**config.mk**
```make
export PLATFORM = sky130hd
export DESIGN_NAME = i2s_dac_serializer
export DESIGN_NICKNAME = d
export VERILOG_FILES = /design/src/rtl/theremin_audio_pkg.sv /design/src/rtl/sample_fifo.sv /design/src/rtl/i2s_dac_serializer.sv
export SDC_FILE = /design/constraint.sdc
export NUM_CORES = 1
export LEC_CHECK = 0
export CELL_PAD_IN_SITES_DETAIL_PLACEMENT = 1
export CELL_PAD_IN_SITES_GLOBAL_PLACEMENT = 1
export CORE_UTILIZATION = 40
export CTS_BUF_LIST = sky130_fd_sc_hd__clkbuf_2 sky130_fd_sc_hd__clkbuf_4 sky130_fd_sc_hd__clkbuf_8
export CTS_CLUSTER_SIZE = 12
export DETAILED_ROUTE_END_ITERATION = 10
export PLACE_DENSITY = 0.67
export SETUP_SLACK_MARGIN = 0.4
export SYNTH_ARGS = -nofsm -noshare
export SYNTH_HDL_FRONTEND = slang
export SYNTH_HIERARCHICAL = 1
export SYNTH_SLANG_ARGS = --single-unit
```
**constraint.sdc**
```tcl
create_clock -name clk -period 4.17 [get_ports clk]
set_input_delay 1.0425 -clock clk [delete_from_list [all_inputs] [get_ports clk]]
set_output_delay 1.0425 -clock clk [all_outputs]
set_load 0.03 [all_outputs]
```
**src/rtl/theremin_audio_pkg.sv**
```systemverilog
// rtl/theremin_audio_pkg.sv - shared types and constants for the theremin audio output stage
package theremin_audio_pkg;

  typedef enum logic [1:0] {
    IDLE,
    DELAY,
    SHIFT,
    PAD
  } ser_state_t;

  localparam int I2S_DELAY_SLOTS = 1;
  localparam int SYNC_STAGES     = 2;

endpackage

```
**src/rtl/sample_fifo.sv**
```systemverilog
// rtl/sample_fifo.sv - single-clock sample buffer with registered ready
module sample_fifo #(
  parameter int DATA_W     = 16,
  parameter int FIFO_DEPTH = 4
) (
  input  logic              clk,
  input  logic              reset_n,
  input  logic [DATA_W-1:0] wr_data,
  input  logic              wr_valid,
  output logic              wr_ready,
  input  logic              rd_en,
  output logic [DATA_W-1:0] rd_data,
  output logic              empty
);

  localparam int AW = $clog2(FIFO_DEPTH);

  logic [DATA_W-1:0] mem_q [FIFO_DEPTH];
  logic [AW-1:0]     wr_ptr_q;
  logic [AW-1:0]     rd_ptr_q;
  logic [AW:0]       count_q;
  logic [AW:0]       count_d;
  logic              ready_q;
  logic              push;
  logic              pop;

  assign push    = wr_valid & ready_q;
  assign pop     = rd_en & (count_q != '0);
  assign count_d = count_q + (AW+1)'(push) - (AW+1)'(pop);

  assign wr_ready = ready_q;
  assign rd_data  = mem_q[rd_ptr_q];
  assign empty    = (count_q == '0);

  // Ready follows the next-state count so a push can never land on a full buffer.
  always_ff @(posedge clk or negedge reset_n) begin
    if (!reset_n) begin
      wr_ptr_q <= '0;
      rd_ptr_q <= '0;
      count_q  <= '0;
      ready_q  <= 1'b0;
    end else begin
      if (push) wr_ptr_q <= wr_ptr_q + AW'(1);
      if (pop)  rd_ptr_q <= rd_ptr_q + AW'(1);
      count_q <= count_d;
      ready_q <= (count_d != (AW+1)'(FIFO_DEPTH));
    end
  end

  always_ff @(posedge clk) begin
    if (push) mem_q[wr_ptr_q] <= wr_data;
  end

endmodule

```
**src/rtl/i2s_dac_serializer.sv**
```systemverilog
// rtl/i2s_dac_serializer.sv - I2S mono-to-stereo DAC serializer; DAC_HOLD_ON_UNDERFLOW_EN holds last sample on underflow
module i2s_dac_serializer
  import theremin_audio_pkg::*;
#(
  parameter int DATA_W     = 16,
  parameter int FIFO_DEPTH = 4
) (
  input  logic              clk,
  input  logic              reset_n,
  input  logic [DATA_W-1:0] sample_data,
  input  logic              sample_valid,
  output logic              sample_ready,
  input  logic              bclk,
  input  logic              daclrc,
  output logic              dacdat,
  output logic              underflow,
  output logic              frame_err
);

  localparam int CW = $clog2(DATA_W);

  logic [SYNC_STAGES-1:0] bclk_sync_q;
  logic [SYNC_STAGES-1:0] lrc_sync_q;
  logic                   bclk_prev_q;
  logic                   lrc_q;
  logic                   bclk_s;
  logic                   lrc_s;
  logic                   tick;
  logic                   lrc_edge;

  ser_state_t        state_q, state_d;
  logic [CW-1:0]     bit_cnt_q, bit_cnt_d;
  logic [DATA_W-1:0] frame_q, frame_d;
  logic              dacdat_q, dacdat_d;
  logic              underflow_q, underflow_d;
  logic              frame_err_q, frame_err_d;
  logic              start;
  logic              pop;
  logic              fifo_empty;
  logic [DATA_W-1:0] fifo_data;

  sample_fifo #(
    .DATA_W     (DATA_W),
    .FIFO_DEPTH (FIFO_DEPTH)
  ) u_fifo (
    .clk      (clk),
    .reset_n  (reset_n),
    .wr_data  (sample_data),
    .wr_valid (sample_valid),
    .wr_ready (sample_ready),
    .rd_en    (pop),
    .rd_data  (fifo_data),
    .empty    (fifo_empty)
  );

  assign bclk_s   = bclk_sync_q[SYNC_STAGES-1];
  assign lrc_s    = lrc_sync_q[SYNC_STAGES-1];
  assign tick     = bclk_prev_q & ~bclk_s;
  assign lrc_edge = (lrc_s != lrc_q);

  always_comb begin
    state_d     = state_q;
    bit_cnt_d   = bit_cnt_q;
    frame_d     = frame_q;
    dacdat_d    = dacdat_q;
    underflow_d = 1'b0;
    frame_err_d = 1'b0;
    start       = 1'b0;
    pop         = 1'b0;
    if (tick) begin
      dacdat_d = 1'b0;
      case (state_q)
        IDLE:  start = lrc_edge & ~lrc_s;
        DELAY: begin
          state_d   = SHIFT;
          bit_cnt_d = CW'(DATA_W - 1);
          dacdat_d  = frame_q[DATA_W-1];
        end
        SHIFT: begin
          if (lrc_edge) begin
            // Bit 0 already presented means the word completed exactly on the boundary.
            frame_err_d = (bit_cnt_q != '0);
            start       = 1'b1;
          end else if (bit_cnt_q == '0) begin
            state_d = PAD;
          end else begin
            bit_cnt_d = bit_cnt_q - CW'(1);
            dacdat_d  = frame_q[bit_cnt_q - CW'(1)];
          end
        end
        PAD:     start = lrc_edge;
        default: state_d = IDLE;
      endcase
      if (start) begin
        state_d = DELAY;
        if (!lrc_s) begin
          pop = 1'b1;
          if (fifo_empty) begin
            underflow_d = 1'b1;
`ifdef DAC_HOLD_ON_UNDERFLOW_EN
            frame_d = frame_q;
`else
            frame_d = '0;
`endif
          end else begin
            frame_d = fifo_data;
          end
        end
      end
    end
  end

  always_ff @(posedge clk or negedge reset_n) begin
    if (!reset_n) begin
      bclk_sync_q <= '0;
      lrc_sync_q  <= '0;
      bclk_prev_q <= 1'b0;
      lrc_q       <= 1'b0;
      state_q     <= IDLE;
      bit_cnt_q   <= '0;
      frame_q     <= '0;
      dacdat_q    <= 1'b0;
      underflow_q <= 1'b0;
      frame_err_q <= 1'b0;
    end else begin
      bclk_sync_q <= {bclk_sync_q[SYNC_STAGES-2:0], bclk};
      lrc_sync_q  <= {lrc_sync_q[SYNC_STAGES-2:0], daclrc};
      bclk_prev_q <= bclk_s;
      if (tick) lrc_q <= lrc_s;
      state_q     <= state_d;
      bit_cnt_q   <= bit_cnt_d;
      frame_q     <= frame_d;
      dacdat_q    <= dacdat_d;
      underflow_q <= underflow_d;
      frame_err_q <= frame_err_d;
    end
  end

  assign dacdat    = dacdat_q;
  assign underflow = underflow_q;
  assign frame_err = frame_err_q;

endmodule

```
Word-level counts from Yosys, hierarchy flattened
Memories as Yosys holds them, arrays and structs flattened.
Index checks and enable logic that the tools add are counted.

storage, ports and cells
  output and inout bits = 4
  input port bits = 21
  flip-flop bits (word level) = 39
  memories kept = 1
  memory bits (writable) = 64

cells by class
  equal/unequal tests = 9
  add/sub/neg operators = 5
  magnitude comparators = 1
  muxes and demuxes = 28
  reductions and logical operators = 10
  bitwise gates (word level) = 6

memories
  name          depth  width  rd ports  clocked after Yosys merged registers in  write ports  RTL line           source
  u_fifo.mem_q  4      16     1         0                                        1            sample_fifo.sv:18  logic [DATA_W-1:0] mem_q [FIFO_DEPTH];

operators by type and width
  operator             count
  $mux 1               17
  $mux 16              1
  $ne 3x3->1 const B   3
  $mux 4               2
  $pmux 4 s2           1
  $reduce_and 4->1     2
  $mux 2               3
  $reduce_bool 3->1    2
  $lt 4x5->1 const B   1
  $add 2x1->2 const B  2
  $and 1x1->1          4
  $bmux 1 s4           1
  $eq 2x2->1 const B   2
  $logic_not 4->1      1
  $ne 2x2->1 const B   2
  $pmux 2 s2           1
  $reduce_bool 4->1    1
  $sub 4x1->4 const B  1
  $add 3x1->3          1
  $logic_not 3->1      1
  $pmux 1 s3           1
  $reduce_and 3->1     1
  $sub 3x1->3          1
  $eq 2x1->1 const B   1
  5 further kinds      6

Depth between registers and ports, before layout
Gate-level depths: netlist of the first run.

  word-level depth = 9
  depth in mapped cells = 16
  gate-level depth less buffers = 14

Hierarchy
Netlist of the first run, hierarchy kept.

modules (own cells, without submodules)
  module              instances  area each (um2)  sequential area each (um2)  cells an instance
  sample_fifo         1          2790.2           2122.0                      119
  i2s_dac_serializer  1          1685.4           775.7                       135

Worst setup path before layout of the first run
OpenSTA, ideal clock, no wires.

  path kind = register to register
  from = register lrc_sync_q[1]
  to = register u_fifo.ready_q, in the netlist u_fifo/wr_ready
  clock period less this slack = 2.931 ns
  arrival = 2.805 ns
  stages on the path, launching flop included = 17
  library setup time = 0.127 ns
  buffers on the path = 2
  path slack = 1.239 ns
  cell sequence = dfrtp_1 -> inv_1 -> ha_1 -> o21bai_4 -> a211oi_4 -> and2_4 -> buf_12 -> buf_12 -> o31ai_1 -> inv_1 -> ha_1 -> inv_1 -> ha_1 -> inv_1 -> fa_1 -> xor3_1 -> nand3b_1

between the ends
  longest elaborated chain between the ends = 9
  elaborated cells between the ends (all ways) = 12
  classes of those cells = add/sub (1); eq/ne (2); mux (6); bitwise (3)

RTL lines
  element                                  RTL line                                            source
  start: declaration                       i2s_dac_serializer.sv:23                            logic [SYNC_STAGES-1:0] lrc_sync_q;
  start signal: assignment                 i2s_dac_serializer.sv:127                           lrc_sync_q <= {lrc_sync_q[SYNC_STAGES-2:0], daclrc};
  $ne 1x1->1 or $not 1->1 (tied branches)  -
  $mux 1 or $and 1x1->1 (tied branches)    i2s_dac_serializer.sv:80, i2s_dac_serializer.sv:73
  $pmux 1 s3                               i2s_dac_serializer.sv:72                            case (state_q)
  $mux 1                                   i2s_dac_serializer.sv:70                            if (tick) begin
  $mux 1 *                                 i2s_dac_serializer.sv:94                            if (start) begin
  $mux 1 *                                 i2s_dac_serializer.sv:70
  named net pop                            i2s_dac_serializer.sv:38                            logic pop;
  $and 1x1->1 *                            sample_fifo.sv:28                                   assign pop = rd_en & (count_q != '0);
  named net u_fifo.pop                     sample_fifo.sv:25                                   logic pop;
  $sub 3x1->3 *                            sample_fifo.sv:29                                   assign count_d = count_q + (AW+1)'(push) - (AW+1)'(pop);
  named net u_fifo.count_d[2]              sample_fifo.sv:22                                   logic [AW:0] count_d;
  $ne 3x3->1 *                             sample_fifo.sv:46                                   ready_q <= (count_d != (AW+1)'(FIFO_DEPTH));
  end signal: assignment                   sample_fifo.sv:46
  end: declaration                         sample_fifo.sv:23                                   logic ready_q;

The timed path passes the listed nets; every way through them passes the cells marked *. The select of a mux whose other input is x is not followed.
A chain may end at the register's enable or synchronous reset.

Worst setup path after layout of the first run
  from = register state_q[0]
  to = register u_fifo.ready_q, in the netlist u_fifo/wr_ready

between the ends
  longest elaborated chain between the ends = 8
  elaborated cells between the ends (all ways) = 10
  classes of those cells = add/sub (1); eq/ne (3); mux (4); bitwise (1); reduce/logical (1)

RTL lines
  element                                        RTL line                   source
  start: declaration                             i2s_dac_serializer.sv:31   ser_state_t state_q, state_d;
  start signal: assignment                       i2s_dac_serializer.sv:130  state_q <= state_d;
  $eq 2x2->1 or $logic_not 2->1 (tied branches)  i2s_dac_serializer.sv:72
  $pmux 1 s3 *                                   i2s_dac_serializer.sv:72
  $mux 1 *                                       i2s_dac_serializer.sv:70
  $mux 1 *                                       i2s_dac_serializer.sv:94
  $mux 1 *                                       i2s_dac_serializer.sv:70
  $and 1x1->1 *                                  sample_fifo.sv:28
  named net u_fifo.pop                           sample_fifo.sv:25
  $sub 3x1->3 *                                  sample_fifo.sv:29
  named net u_fifo.count_d[2]                    sample_fifo.sv:22
  $ne 3x3->1 *                                   sample_fifo.sv:46

Marked as above.

==> results.json, run 1 <==
{
  "port_buffers": 24,
  "final_cell_mix": "64 x edfxtp_1, 39 x dfrtp_1, 23 x clkdlybuf4s50_1",
  "final.period_utilization_pct": 79.24,
  "arrival_ns": 3.57,
  "ant_nets": 0,
  "cts.sinks": 103,
  "post_dp_cell_area_um2": 4782,
  "crit_path_end_kind": "flop",
  "critPathKind": "flop to flop",
  "crit_path_max_fanout": 18,
  "clk_pin_slew_worst_paths_ns": 0.10,
  "tightest_slew_ns": 1.057,
  "syn_to_final_growth_pct": 11.49,
  "drtIter0Drc": 72,
  "die_area_um2": 11620,
  "crit_path_frequent_cell": "inv_1",
  "first_pass_iters": 4,
  "synth_top_area_share_pct": 42.94,
  "utilization_pct": 45.83,
  "drc_errors": 0,
  "syn_inst": 254,
  "boundaryPins": 25,
  "n_fill_cell": 1047,
  "globalplace.congestion": 0.7276,
  "grt_max_degree": 40,
  "die_w_um": 107.8,
  "start_kind": "flop",
  "ys_warn_count": 6,
  "rsz0062_at_grt": "no",
  "ir_drop_mv": 0.3888,
  "required_ns": 4.43,
  "die_y_um": 107.8,
  "final_common_cell": "edfxtp_1",
  "grt_pass1_wl_um": 13170,
  "synth_nets": 288,
  "synth_fa_ha_area_share_pct": 3.802,
  "layout-drive-gt1-share_pct": 19.08,
  "fin_cells": 423,
  "vias": 2177,
  "syn_area_per_cell_um2": 17.62,
  "cts_tree": "built",
  "muxShareOfSynthArea_pct": 16.66,
  "dpl.hpwl_um": 5129,
  "synth_top_family_by_area": "multiplexers",
  "synth_area_leader_cell": "edfxtp_1",
  "start_util_pct": 41.11,
  "cts_buffer_depth": 2,
  "power_density_nw_per_um2": 655.5,
  "synth.area.top_cells": "edfxtp_1 43%, dfrtp_1 22%, mux4_2 6.0%",
  "cts_resized": 0,
  "htree_levels": 3,
  "slew_headroom_pct": 29.51,
  "regArea_um2": 2898,
  "grt_overflow": 0,
  "critical_path.max_stage_delay_ns": 0.44,
  "ys.flop_type": "edfxtp_1",
  "grt_pass1_vias": 2409,
  "rows": 38,
  "synth_edf_count": 64,
  "routedWlPerCell_um": 18.65,
  "postCtsHoldBufs": 0,
  "fin_area_um2": 4990,
  "tns_ns": 0,
  "layout.nets": 312,
  "cpMaxStageDelayCell": "ha_1",
  "synth_compound_area_share_pct": 3.019,
  "grt_usage_pct": 15.55,
  "synth_seq_area_share_pct": 64.75,
  "cap_violations": 0,
  "hold_violations": 0,
  "synth_xor_area_share_pct": 1.510,
  "status": "complete, no violations",
  "antenna_found_initial": 0,
  "diodes": 0,
  "core_area_um2": 10890,
  "synth_seq_cells": 103,
  "cellLeakagePower_nw": 1.898,
  "via_per_inst": 5.147,
  "multi_input_area_um2": 1425,
  "cts_buffers": 9,
  "post_cts_buffers": 0,
  "clock_latency_ns": 0.38,
  "fmaxAchievable_ghz": 0.3026,
  "fin_crit_ns": 3.304,
  "setup_violations": 0,
  "dp_cells": 407,
  "crit_buf_inv": 4,
  "synth-simple-area-share_pct": 6.737,
  "cp_top_family": "adder cells",
  "cts-root-buf": "clkbuf_8",
  "syn_area_um2": 4476,
  "crit_chain": "inv_1 > ha_1 > o21bai_4 > a211oi_4 > and2_4 > o31ai_1 > inv_1 > ha_1 > inv_1 > ha_1 > inv_1 > fa_1 > xor3_1 > nand3b_1",
  "synth_async_sr_flop_share_pct": 37.86,
  "wirelength_um": 7887,
  "ys_types": 43,
  "hp-class": "flop to flop",
  "slew_violations": 0,
  "finClkSkew_ns": 0.01473
}
-- synthesized netlist by cell type (3+ instances only) --
library cell / count
edfxtp_1: 64
mux2_2: 8
mux4_1: 8
ha_1: 12
mux4_2: 12
buf_2: 3
nor2_1: 8
dfrtp_1: 39
inv_1: 13
nor3_1: 4
mux2i_1: 4
buf_12: 3
nor2b_1: 16
clkbuf_1: 3
mux2_4: 9
and3_1: 4
a21oi_1: 6
nand2_1: 3
xnor2_1: 3
-- state kept, by name (all words and copies together), names as in the netlist --
register,flops
dacdat,1
frame_err,1
bclk_sync_q,2
bclk_prev_q,1
u_fifo/wr_ptr_q,2
state_q,2
u_fifo/rd_ptr_q,2
lrc_q,1
lrc_sync_q,2
u_fifo/count_q,3
bit_cnt_q,4
u_fifo/wr_ready,1
u_fifo/mem_q,64
underflow,1
frame_q,16
-- cells by family after synthesis --
kind of cell / Yosys count
flip-flops: 103
AND/OR/NAND/NOR: 50
multiplexers: 41
buffers and inverters: 24
AO/OA/AOI/OAI: 17
adder cells (fa/ha/maj): 13
XOR/XNOR: 6
-- report_power, final --
group / switching, mW / internal (mW) / total [mW]
combinational: 0.437 / 0.574 / 1.01
sequential: 0.243 / 1.36 / 1.60
clock: 0.361 / 0.295 / 0.655
total: 1.04 / 2.23 / 3.27
-- final timing paths --
kind,end,cells after the start,startpoint,slack [ns]
worst max-delay path,u_fifo/wr_ready,14,state_q[0],0.87
worst min-delay path,lrc_sync_q[1],0,lrc_sync_q[0],0.38
worst max register to register,u_fifo/wr_ready,14,state_q[0],0.87
worst min register to register,lrc_sync_q[1],0,lrc_sync_q[0],0.38
max in group asynchronous,bclk_sync_q[1],1,reset_n,2.82
min in group asynchronous,frame_q[6],1,reset_n,0.78
-- worst reg2reg max path, stage by stage (launching register included) --
cell and delay [ns]:
dfrtp_1 0.42, inv_1 0.10, ha_1 0.44, o21bai_4 0.11
a211oi_4 0.31, and2_4 0.38, o31ai_1 0.20, inv_1 0.10
ha_1 0.22, inv_1 0.06, ha_1 0.14, inv_1 0.05
fa_1 0.36, xor3_1 0.22, nand3b_1 0.09
-- stage by stage --
stage / total power [mW] / worst slack [ns] / hold WS, ns
global route: 3.490 / 0.6089 / 0.3816
global placement: 2.625 / 1.013 / 0.3474
finish: 3.271 / 0.8657 / 0.3764
CTS: 3.339 / 0.8337 / 0.3814
floorplan: 2.398 / 1.239 / 0.3312
detailed placement: 2.668 / 0.8797 / 0.3517
-- metal layers --
layer / track usage, % / part of all wire (%)
met1: 19.05 / 46
met2: 26.33 / 50
met3: 4.903 / 3.3
met4: 4.403 / 1.0
met5: 0 / 0
-- area by class of cell --
class,count,share of cell area [%]
multi-input cells,127,28.56
well taps,140,3.511
repair buffers,24,4.714
flip-flops and latches,103,58.07
clock inverters,6,1.530
clock buffers,10,2.633
inverters,13,0.9779
Note: power is estimated with default switching activity, not from simulation.
==> run 2: changes to the inputs <==
--- a/config.mk
+++ b/config.mk
@@ -11,7 +11,7 @@
 export CTS_BUF_LIST = sky130_fd_sc_hd__clkbuf_2 sky130_fd_sc_hd__clkbuf_4 sky130_fd_sc_hd__clkbuf_8
 export CTS_CLUSTER_SIZE = 12
 export DETAILED_ROUTE_END_ITERATION = 10
-export PLACE_DENSITY = 0.67
+export PLACE_DENSITY = 0.7
 export SETUP_SLACK_MARGIN = 0.4
 export SYNTH_ARGS = -nofsm -noshare
 export SYNTH_HDL_FRONTEND = slang
==> constraint.sdc (replaced) <==
create_clock -name clk -period 2.85 [get_ports clk]
set_input_delay 0.7125 -clock clk [delete_from_list [all_inputs] [get_ports clk]]
set_output_delay 0.7125 -clock clk [all_outputs]
set_load 0.03 [all_outputs]
==> run 2 against run 1 <==
Design area rose by 3.1%. Routed wire length decreased by 2.7%. Cell count is 3.5% higher. First-iteration DRC count grew 4.2%. Total power grew 50%.
==> results.json, run 2 (same netlist as run 1, synthesis figures left out) <==
{
  "grt_pass1_vias": 2466,
  "crit_start": "lrc_q",
  "start_kind": "flop",
  "hp-class": "flop to flop",
  "routedWlPerCell_um": 17.52,
  "status": "complete, no violations",
  "cts-root-buf": "clkbuf_8",
  "r2r_cells": 13,
  "tns_ns": 0,
  "fin_crit_ns": 2.664,
  "cp-endpoint": "u_fifo/wr_ready",
  "ff2ff_setup_slack_ns": 0.19,
  "start_util_pct": 41.11,
  "finClkSkew_ns": 0.01717,
  "hold_path.startpoint": "bclk_sync_q[0]",
  "final_cell_mix": "64 x edfxtp_1, 39 x dfrtp_1, 23 x clkdlybuf4s50_1",
  "n_fill_cell": 1031,
  "vias": 2213,
  "dpl.hpwl_um": 5088,
  "cts_buffers": 9,
  "grt_usage_pct": 15.34,
  "setup_violations": 0,
  "antenna_found_initial": 0,
  "syn_to_final_growth_pct": 14.96,
  "ir_drop_mv": 0.3206,
  "final.period_utilization_pct": 93.48,
  "fmaxAchievable_ghz": 0.3753,
  "regMostFlops": "u_fifo/mem_q",
  "grt_max_degree": 40,
  "slew_headroom_pct": 42.32,
  "grt_overflow": 0,
  "crit_chain": "ha_4 > o21bai_4 > a211oi_4 > and2_4 > o31ai_4 > inv_1 > ha_1 > inv_1 > ha_1 > inv_1 > fa_2 > xor3_1 > nand3b_1",
  "die_w_um": 107.8,
  "rows": 38,
  "largest_reg_flops": 64,
  "globalplace.congestion": 0.7056,
  "critPathKind": "flop to flop",
  "rsz0062_at_grt": "yes",
  "critical_path.max_stage_delay_ns": 0.42,
  "fin_area_um2": 5145,
  "regArea_um2": 2898,
  "cts_tree": "built",
  "largestRegisters": "u_fifo/mem_q x64, frame_q x16, bit_cnt_q x4",
  "r2r-start": "lrc_q",
  "first_pass_iters": 4,
  "cts_buffer_depth": 2,
  "drtIter0Drc": 75,
  "crit_path_frequent_cell": "inv_1",
  "diodes": 0,
  "via_per_inst": 5.053,
  "die_y_um": 107.8,
  "clk_pin_slew_worst_paths_ns": 0.11,
  "boundaryPins": 25,
  "hold_violations": 0,
  "multi_input_area_um2": 1456,
  "tightest_slew_ns": 0.8652,
  "clock_latency_ns": 0.37,
  "htree_levels": 3,
  "power_density_nw_per_um2": 951.9,
  "crit_path_end_kind": "flop",
  "cpMaxStageDelayCell": "dfrtp_1",
  "cts.sinks": 103,
  "final_common_cell": "edfxtp_1",
  "postCtsHoldBufs": 0,
  "rr_endpoint": "u_fifo/wr_ready",
  "arrival_ns": 2.91,
  "cap_violations": 0,
  "crit_path_max_fanout": 3,
  "slew_violations": 0,
  "cellLeakagePower_nw": 1.980,
  "fin_cells": 438,
  "utilization_pct": 47.25,
  "required_ns": 3.10,
  "wirelength_um": 7673,
  "ant_nets": 0,
  "die_area_um2": 11620,
  "layout-drive-gt1-share_pct": 25.50,
  "dp_cells": 417,
  "port_buffers": 24,
  "grt_pass1_wl_um": 13170,
  "drc_errors": 0,
  "post_dp_cell_area_um2": 4886,
  "core_area_um2": 10890,
  "layout.nets": 327
}
## run 2: power by group
group	total (mW)	switching (mW)	internal [mW]	leakage, nW
Clock	0.984	0.550	0.434	0.111
Combinational	1.67	0.767	0.905	0.806
Sequential	2.24	0.251	1.99	1.06
## run 2: worst min-delay path by stage
stage / cells after the start / to / slack [ns]
final: 0 / bclk_sync_q[1] / 0.38
after global routing: 0 / lrc_sync_q[1] / 0.39
after CTS: 0 / lrc_sync_q[1] / 0.39
after detailed placement: 0 / bclk_sync_q[1] / 0.35
after global placement: 0 / bclk_sync_q[1] / 0.34
after floorplan: 0 / bclk_sync_q[1] / 0.33
## run 2: final cells by class
cell class	instances	share of cell area [%]
Clock buffer	9	2.408
Clock inverter	7	1.848
Inverter	13	0.9484
Multi-Input combinational cell	127	28.31
Sequential cell	103	56.32
Tap cell	140	3.405
Timing Repair Buffer	39	6.761
## run 2: per-stage QoR
| step | setup WS (ns) | power [mW] | hold WS, ns |
|---|---|---|---|
| finish | 0.1858 | 4.897 | 0.3787 |
| global placement | 0.2059 | 3.911 | 0.3445 |
| CTS | 0.1221 | 4.977 | 0.3918 |
| detailed placement | 0.1243 | 3.980 | 0.3456 |
| floorplan | 0.08713 | 3.527 | 0.3312 |
| global route | 0.08069 | 5.225 | 0.3937 |
## run 2: timing repair
action | in CTS | in global routing
gates cloned | 0 | 0
resized for setup | 0 | 3
endpoints found under the setup margin | 3 | 3
buffers inserted | 3 | 2
pin swaps | 3 | 2
## run 2: metal layers
layer	GRT usage (%)	vias up	part of all wire (%)	wire [um]
met3	3.814	6	2.9	220
met2	26.42	34	52	3994
met1	19.22	1141	44	3394
met5	0	-	0	0
li1	-	1032	-	-
met4	4.110	0	0.85	65
## run 2: worst max-delay path: cells and delay by family, from the launching register on
kind / cells / cell delay [ns]
xor+xnor: 1 / 0.22
buf+inv: 3 / 0.18
flops: 1 / 0.42
fa+ha+maj: 4 / 0.92
simple gates: 2 / 0.29
compound gates: 3 / 0.51
